===== src/rtl/gtfraw_vnc_reset_sequencer.sv =====
// Multi-channel reset synchroniser and staggered release sequencer.
// Async assert, sync deassert; channels leave reset in index order after a hold time.
module gtfraw_vnc_reset_sequencer #(
  parameter int NUM_CH         = 4,
  parameter int SYNC_STAGES    = 3,
  parameter int HOLD_CYCLES    = 16,
  parameter int STAGGER_CYCLES = 8
) (
  input  logic              clk,
  input  logic              reset_async,
  input  logic              sw_reset_req,
  input  logic [NUM_CH-1:0] ch_hold,
  output logic [NUM_CH-1:0] reset,
  output logic              reset_done
);

  localparam int MAX_CYC = (HOLD_CYCLES > STAGGER_CYCLES) ? HOLD_CYCLES : STAGGER_CYCLES;
  localparam int CNT_W   = $clog2(MAX_CYC + 1);
  localparam int IDX_W   = $clog2(NUM_CH + 1);

  localparam logic [CNT_W-1:0] HOLD_LAST = CNT_W'(HOLD_CYCLES - 1);
  localparam logic [CNT_W-1:0] STAG_LAST = CNT_W'(STAGGER_CYCLES - 1);
  localparam logic [IDX_W-1:0] LAST_IDX  = IDX_W'(NUM_CH - 1);
  localparam logic [IDX_W-1:0] FIRST_STAGGERED = IDX_W'(1);

  typedef enum logic [1:0] {
    ST_ASSERT  = 2'd0,
    ST_RELEASE = 2'd1,
    ST_DONE    = 2'd2
  } state_e;

  (* ASYNC_REG = "TRUE" *) logic [SYNC_STAGES-1:0] sync_q;
  logic [SYNC_STAGES-1:0] sync_d;
  logic                   rst_sync_n;

  state_e              state_q, state_d;
  logic [CNT_W-1:0]    cnt_q, cnt_d;
  logic [IDX_W-1:0]    idx_q, idx_d;
  logic [NUM_CH-1:0]   released_q, released_d;
  logic [NUM_CH-1:0]   reset_q, reset_d;
  logic                reset_done_q, reset_done_d;

  // Deassertion synchroniser: shifts in ones once reset_async is released.
  always_comb begin
    sync_d = {sync_q[SYNC_STAGES-2:0], 1'b1};
  end

  assign rst_sync_n = sync_q[SYNC_STAGES-1];

  always_ff @(posedge clk or negedge reset_async) begin
    if (!reset_async) begin
      sync_q <= '0;
    end else begin
      sync_q <= sync_d;
    end
  end

  // Sequencer: the counter only advances once the synchronised reset is released,
  // and a software request overrides any release scheduled for the same edge.
  always_comb begin
    state_d      = state_q;
    cnt_d        = cnt_q;
    idx_d        = idx_q;
    released_d   = released_q;
    reset_done_d = reset_done_q;

    if (sw_reset_req) begin
      state_d      = ST_ASSERT;
      cnt_d        = '0;
      idx_d        = '0;
      released_d   = '0;
      reset_done_d = 1'b0;
    end else begin
      case (state_q)
        ST_ASSERT: begin
          if (rst_sync_n) begin
            if (cnt_q == HOLD_LAST) begin
              cnt_d         = '0;
              released_d[0] = 1'b1;
              if (NUM_CH == 1) begin
                state_d      = ST_DONE;
                reset_done_d = 1'b1;
              end else begin
                state_d = ST_RELEASE;
                idx_d   = FIRST_STAGGERED;
              end
            end else begin
              cnt_d = cnt_q + 1'b1;
            end
          end
        end

        ST_RELEASE: begin
          if (cnt_q == STAG_LAST) begin
            cnt_d = '0;
            for (int unsigned i = 0; i < NUM_CH; i++) begin
              if (idx_q == IDX_W'(i)) begin
                released_d[i] = 1'b1;
              end
            end
            if (idx_q == LAST_IDX) begin
              state_d      = ST_DONE;
              reset_done_d = 1'b1;
            end else begin
              idx_d = idx_q + 1'b1;
            end
          end else begin
            cnt_d = cnt_q + 1'b1;
          end
        end

        ST_DONE: begin
          state_d = ST_DONE;
        end

        default: begin
          state_d = ST_ASSERT;
        end
      endcase
    end
  end

  // Hold gates act only on the registered outputs, never on the sequencing.
  always_comb begin
    reset_d = released_d & ~ch_hold;
  end

  always_ff @(posedge clk or negedge reset_async) begin
    if (!reset_async) begin
      state_q      <= ST_ASSERT;
      cnt_q        <= '0;
      idx_q        <= '0;
      released_q   <= '0;
      reset_q      <= '0;
      reset_done_q <= 1'b0;
    end else begin
      state_q      <= state_d;
      cnt_q        <= cnt_d;
      idx_q        <= idx_d;
      released_q   <= released_d;
      reset_q      <= reset_d;
      reset_done_q <= reset_done_d;
    end
  end

  assign reset      = reset_q;
  assign reset_done = reset_done_q;

endmodule


===== config.mk =====
export PLATFORM = sky130hd
export DESIGN_NAME = gtfraw_vnc_reset_sequencer
export DESIGN_NICKNAME = d
export VERILOG_FILES = /design/src/rtl/gtfraw_vnc_reset_sequencer.sv
export SDC_FILE = /design/constraint.sdc
export NUM_CORES = 1
export LEC_CHECK = 0
export ABC_AREA = 1
export CAP_MARGIN = 20
export CORE_MARGIN = 3
export CORE_UTILIZATION = 39
export DETAILED_ROUTE_END_ITERATION = 12
export PLACE_DENSITY = 0.56
export SLEW_MARGIN = 25
export SYNTH_ARGS = -nofsm -noshare
export SYNTH_HDL_FRONTEND = slang
export SYNTH_SLANG_ARGS = --single-unit

===== constraint.sdc =====
create_clock -name clk -period 1.6 [get_ports clk]
set_input_delay 0.24 -clock clk [delete_from_list [all_inputs] [get_ports clk]]
set_output_delay 0.24 -clock clk [all_outputs]
set_load 0.05 [all_outputs]

==> Word level (Yosys, flattened, before mapping) <==
Index checks and enable logic that the tools add are counted.
{ "totals": {"ff_bits": 22, "input_bits": 7, "output_inout_bits": 5} }
{ "classes": {"add_sub_neg": 2, "n_eq_ne": 12, "mux": 31, "n_bitwise": 2, "n_reduce_logical": 10} }
{ "ops": {"columns": ["operator", "count"], "rows": [
  ["5-bit 2-to-1 mux", 4],
  ["3-bit 2-to-1 mux", 6],
  ["3-bit inequality test, second input constant", 5],
  ["1-bit 2-to-1 mux", 10],
  ["2-bit 2-to-1 mux", 5],
  ["5-bit case mux with 2 select lines", 1],
  ["4-bit 2-to-1 mux", 2],
  ["3-bit by 2-bit equality test with 1-bit output, second input constant", 2],
  ["2-bit case mux with 3 select lines", 1],
  ["3-bit case mux with 2 select lines", 1],
  ["2-bit nonzero test", 3],
  ["5-bit by 1-bit adder with 5-bit output, second input constant", 1],
  ["5-bit by 3-bit equality test with 1-bit output, second input constant", 1],
  ["5-bit by 4-bit equality test with 1-bit output, second input constant", 1],
  ["5-bit AND reduction", 1],
  ["4-bit AND", 1],
  ["4-bit NOT", 1],
  ["4-bit AND reduction", 1],
  ["3-bit by 1-bit adder with 3-bit output, second input constant", 1],
  ["3-bit by 1-bit equality test with 1-bit output, second input constant", 1],
  ["3-bit logical NOT", 1],
  ["3-bit AND reduction", 1],
  ["3-bit nonzero test", 1],
  ["2-bit by 1-bit equality test with 1-bit output, second input constant", 1],
  ["4 further kinds", 4]
]} }

==> Depth between registers and ports, before layout <==
{ "logic_depth": {"word_depth": 6, "ltp_mapped": 11} }

==> Worst setup path after synthesis <==
Ideal clock, no wire load.
{ "synth_timing": {"kind": "register -> register", "startpoint": "register cnt_q[0]", "endpoint": "register cnt_q[3]", "setup_time_ns": 0.116, "arrival_time_ns": 1.341, "t_required_ns": 1.484, "slack_ns": 0.143, "path_stages_with_launch": 11, "n_path_buf": 0, "synth_period_minus_slack_ns": 1.457, "path_cell_list": "dfrtp_1 ha_1 nand2_1 nor2_1 ha_1 inv_1 nor2_1 o21bai_1 nor2_4 nand2_1 nand2_1"} }
{ "synth_between": {"elab_chain_cells": 5} }
{ "synth_rtl": {"columns": ["element", "line", "rtl"], "rows": [
  ["from (decl)", "37", "logic [CNT_W-1:0] cnt_q, cnt_d;"],
  ["from (signal assigned)", "138", "cnt_q <= cnt_d;"],
  ["5-bit by 1-bit adder with 5-bit output or 5-bit by 4-bit equality test with 1-bit output (tied branches)", "88, 108, 77", null],
  ["5-bit 2-to-1 mux", "77", "if (cnt_q == HOLD_LAST) begin"],
  ["5-bit 2-to-1 mux", "76", "if (rst_sync_n) begin"],
  ["5-bit case mux with 2 select lines *", "74", "case (state_q)"],
  ["5-bit 2-to-1 mux *", "67", "if (sw_reset_req) begin"]
]} }
Every way passes the cells marked *; elsewhere a longest branch is shown, timed or not. The select of a mux whose other input is x is not followed.
A chain may end at the register's enable or synchronous reset.

==> Final worst setup path <==
{ "layout_timing": {"startpoint": "register cnt_q[1]", "endpoint": "register cnt_q[4]"} }
The elaborated chain is that of the path after synthesis.

==> results.py <==
metrics = {
    "worst_setup_path": {
        "worst-endpoint-arrival_ns": 1.68,
        "worst_reg2reg_path_depth": 10,
        "cp_max_fo": 2,
        "crit-reg2reg-launch": "cnt_q[1]$_DFFE_PN0P_",
        "crit_slowest_cell": "sky130_fd_sc_hd__dfrtp_1",
        "cp_common_cell": "sky130_fd_sc_hd__o21ai_0",
        "critical_path_required_ns": 1.80,
        "setup.worst_path.start_class": "register",
        "critical_register_to_register_path_endpoint": "cnt_q[4]$_DFFE_PN0P_",
        "crit_type": "register to register",
        "rrSetupSlack_ns": 0.12,
        "cp_slowest_stage_delay_ns": 0.37,
        "setup.worst_path.end_class": "register",
        "critical_path.cell_chain": "ha_2 -> nand2_2 -> nor2_4 -> buf_4 -> inv_1 -> ha_1 -> nand2_1 -> o21ai_0 -> o21ai_0 -> o22ai_1",
    },
    "floorplanning": {
        "die_h_um": 62.6,
        "floorplan.core_area_um2": 2900,
        "floorplan.die_area_um2": 3920,
        "die_width_um": 62.6,
        "placementRows": 19,
        "io_pins": 12,
        "effective_utilization_at_floorplan": 0.431,
    },
    "place": {
        "place_inst": 210,
        "dp_hpwl_um": 1650,
        "port-buffer-count": 11,
        "placer_congestion_estimate": 0.748,
    },
    "layout": {
        "final_cells": 217,
        "areaGrowthSynthToFinish_pct": 27.6,
        "register_area_um2": 551,
        "multiInputGateArea_um2": 593,
        "fill_cell_total_of_the_finished_layout": 278,
        "layout.cells.most_common": "sky130_fd_sc_hd__nand2_1",
        "nets": 194,
        "drive_gt1_frac": 0.286,
        "highest_count_cells_in_the_layout_ignoring_fill_and_taps": "sky130_fd_sc_hd__nand2_1, sky130_fd_sc_hd__inv_1, sky130_fd_sc_hd__buf_4",
        "insertedDiodeCount": 0,
    },
    "global_route": {
        "antenna_found_initial": 0,
        "grt_pass1_vias": 946,
        "global_route.overflow_total": 0,
        "grt_first_pass_wirelength_um": 3920,
        "global_route_usage_over_all_layers": 0.124,
        "grt_start_max_net_pins": 23,
    },
    "pwr": {
        "power_per_unit_of_standard_cell_area_nw_per_um2": 1210,
        "worst_ir_drop_vdd_uv": 646,
        "static-leakage-power_nw": 0.817,
        "post-layout-total-power_mw": 1.93,
    },
    "route": {
        "total_routed_wirelength_um": 2160,
        "route.detailed.drc": 0,
        "dr.pass1.iters": 4,
        "vias": 964,
        "ant_nets": 0,
        "avgRoutedWirePerCell_um": 9.97,
        "first_iter_violations": 50,
        "route.detailed.vias_per_inst": 4.44,
    },
    "timing": {
        "whs_ns": 0.261,
        "timing.final.setup_violations": 0,
        "fin_crit_ns": 1.48,
        "clock_skews_ns": 0.00548,
        "totalNegativeSetupSlack_ns": 0,
        "max_clock_freq_ghz": 0.676,
        "finalMaxSlewViolations": 0,
        "final.period_utilization": 0.924,
        "grt_setup_unrepaired": "false",
        "timing.final.hold_violations": 0,
    },
    "synth": {
        "count_of_flip_flops_with_a_built_in_enable_after_synthesis": 0,
        "synth_seq_cells": 22,
        "postSynthCellCount": 145,
        "yosys.area_share.simple": 0.262,
        "synth.top_cells.by_area": "sky130_fd_sc_hd__dfrtp_1, sky130_fd_sc_hd__ha_1, sky130_fd_sc_hd__nand2_1",
        "yosys.area_share.adder": 0.110,
        "post_synth_num_cell_types": 28,
        "netlist.area_leader.share": 0.441,
        "synthXorXnorAreaFrac": 0.00701,
        "synth_compound_gate_area_share": 0.0581,
        "synth.mux.area_fraction": 0,
        "main_combinational_cell_family_by_area_after_synthesis": "simple AND/OR/NAND/NOR gates",
        "ys_async_sr_fraction": 1.00,
        "syn-mean-instance-area_um2": 8.61,
        "post-synth-top-area-cell": "sky130_fd_sc_hd__dfrtp_1",
        "synth-main-ff-cell": "sky130_fd_sc_hd__dfrtp_1",
        "yosys_warnings": 0,
        "synth_sequential_area_ratio": 0.441,
        "synth.net_count": 163,
        "syn_area_um2": 1250,
    },
    "cts": {
        "tritoncts": "yes",
        "htree_levels": 1,
        "ctsLongestPathBuffers": 2,
        "cts_sinks": 22,
        "root_buffer": "sky130_fd_sc_hd__clkbuf_4",
        "path_clk_slew_ns": 0.13,
        "hold_buffers": 0,
        "clk_lat_worst_skew_ns": 0.31,
        "cts-buffers-inserted": 3,
    },
    "job": {
        "max_cap_violations": 0,
    },
    "outcome": {
        "run_status": "finished clean",
    },
    "hold_path": {
        "hold_class": "input port to async pin",
    },
}
==> sequential cells by signal (all words and copies together), names as in the netlist <==
signal / count
cnt_q: 5
reset_done: 1
idx_q: 3
sync_q: 3
state_q: 2
reset: 4
released_q: 4
==> per-layer routing <==
layer,up-vias,global-route usage,part of all wire
met4,0,0.0523,0.011
met5,-,0,0
met1,451,0.153,0.47
met2,11,0.208,0.48
met3,4,0.0252,0.029
li1,498,-,-
==> stage by stage <==
step                      cell area [µm²]  utilization  setup WS, ns
final                                1590        0.549         0.122
after CTS                            1530        0.528        0.0223
after global routing                 1590        0.549       0.00490
after floorplan                      1250            -         0.143
after detailed placement             1470        0.508      -0.00423
after global placement               1470        0.508       0.00509
==> timing repair <==
item | CTS | global route
setup buffers | 0 | 3
setup endpoints to repair | 2 | 15
pin swaps | 1 | 4
gates resized for setup | 2 | 9
endpoints found under the hold margin | 0 | 0
==> synth_stat cells, types with 2 or more instances <==
cell type,count
sky130_fd_sc_hd__nand4_1,4
sky130_fd_sc_hd__ha_1,11
sky130_fd_sc_hd__dfrtp_1,22
sky130_fd_sc_hd__a21oi_1,5
sky130_fd_sc_hd__inv_1,23
sky130_fd_sc_hd__nor2_1,12
sky130_fd_sc_hd__nand2_2,4
sky130_fd_sc_hd__inv_4,2
sky130_fd_sc_hd__o21ai_1,2
sky130_fd_sc_hd__nand2_4,3
sky130_fd_sc_hd__nand2_1,35
sky130_fd_sc_hd__buf_6,2
sky130_fd_sc_hd__o21ai_0,3
sky130_fd_sc_hd__nand3_1,3
==> final cells by class <==
type,instances,share of cell area
clock inverters,1,0.0189
flip-flops and latches,22,0.346
clock buffers,3,0.0141
repair buffers,29,0.146
well taps,42,0.0330
multi-input cells,93,0.372
inverters,27,0.0699
==> cell families (layout without fill, tap and decap cells) <==
kind of cell	after synthesis	after routing
adders and majority gates	11	11
buffers and inverters	30	60
DFF	22	22
xor gates and xnor gates	1	1
other	1	1
and+or+nand+nor	67	67
AOI/OAI and AO/OA	13	13
==> report_power, final <==
part | leakage, nW | internal [mW] | total [mW] | switching, mW
sequential | 0.294 | 0.636 | 0.691 | 0.0544
combinational | 0.495 | 0.354 | 0.805 | 0.451
clock | 0.0279 | 0.253 | 0.436 | 0.182
total | 0.817 | 1.24 | 1.93 | 0.688
==> worst max-delay path by stage <==
| stage | from | to | slack [ns] |
|---|---|---|---|
| 5_1_grt | state_q[1]$_DFFE_PN0P_ | reset[3]$_DFF_PN0_ | 0.005 |
| 6_report | cnt_q[1]$_DFFE_PN0P_ | cnt_q[4]$_DFFE_PN0P_ | 0.12 |
| 3_3_place_gp | cnt_q[0]$_DFFE_PN0P_ | cnt_q[0]$_DFFE_PN0P_ | 0.005 |
| 4_1_cts | cnt_q[0]$_DFFE_PN0P_ | cnt_q[0]$_DFFE_PN0P_ | 0.02 |
| 2_1_floorplan | cnt_q[0]$_DFFE_PN0P_ | cnt_q[3]$_DFFE_PN0P_ | 0.14 |
| 3_5_place_dp | cnt_q[0]$_DFFE_PN0P_ | cnt_q[0]$_DFFE_PN0P_ | -0.004 |
==> critical path, delay by kind of cell (launching register included) <==
kind	cells	cell delay, ns
adders and majority gates	2	0.36
DFF	1	0.37
and+or+nand+nor	3	0.26
AOI/OAI and AO/OA	3	0.24
buffers and inverters	2	0.14
Power figures use the tool's default switching activity.
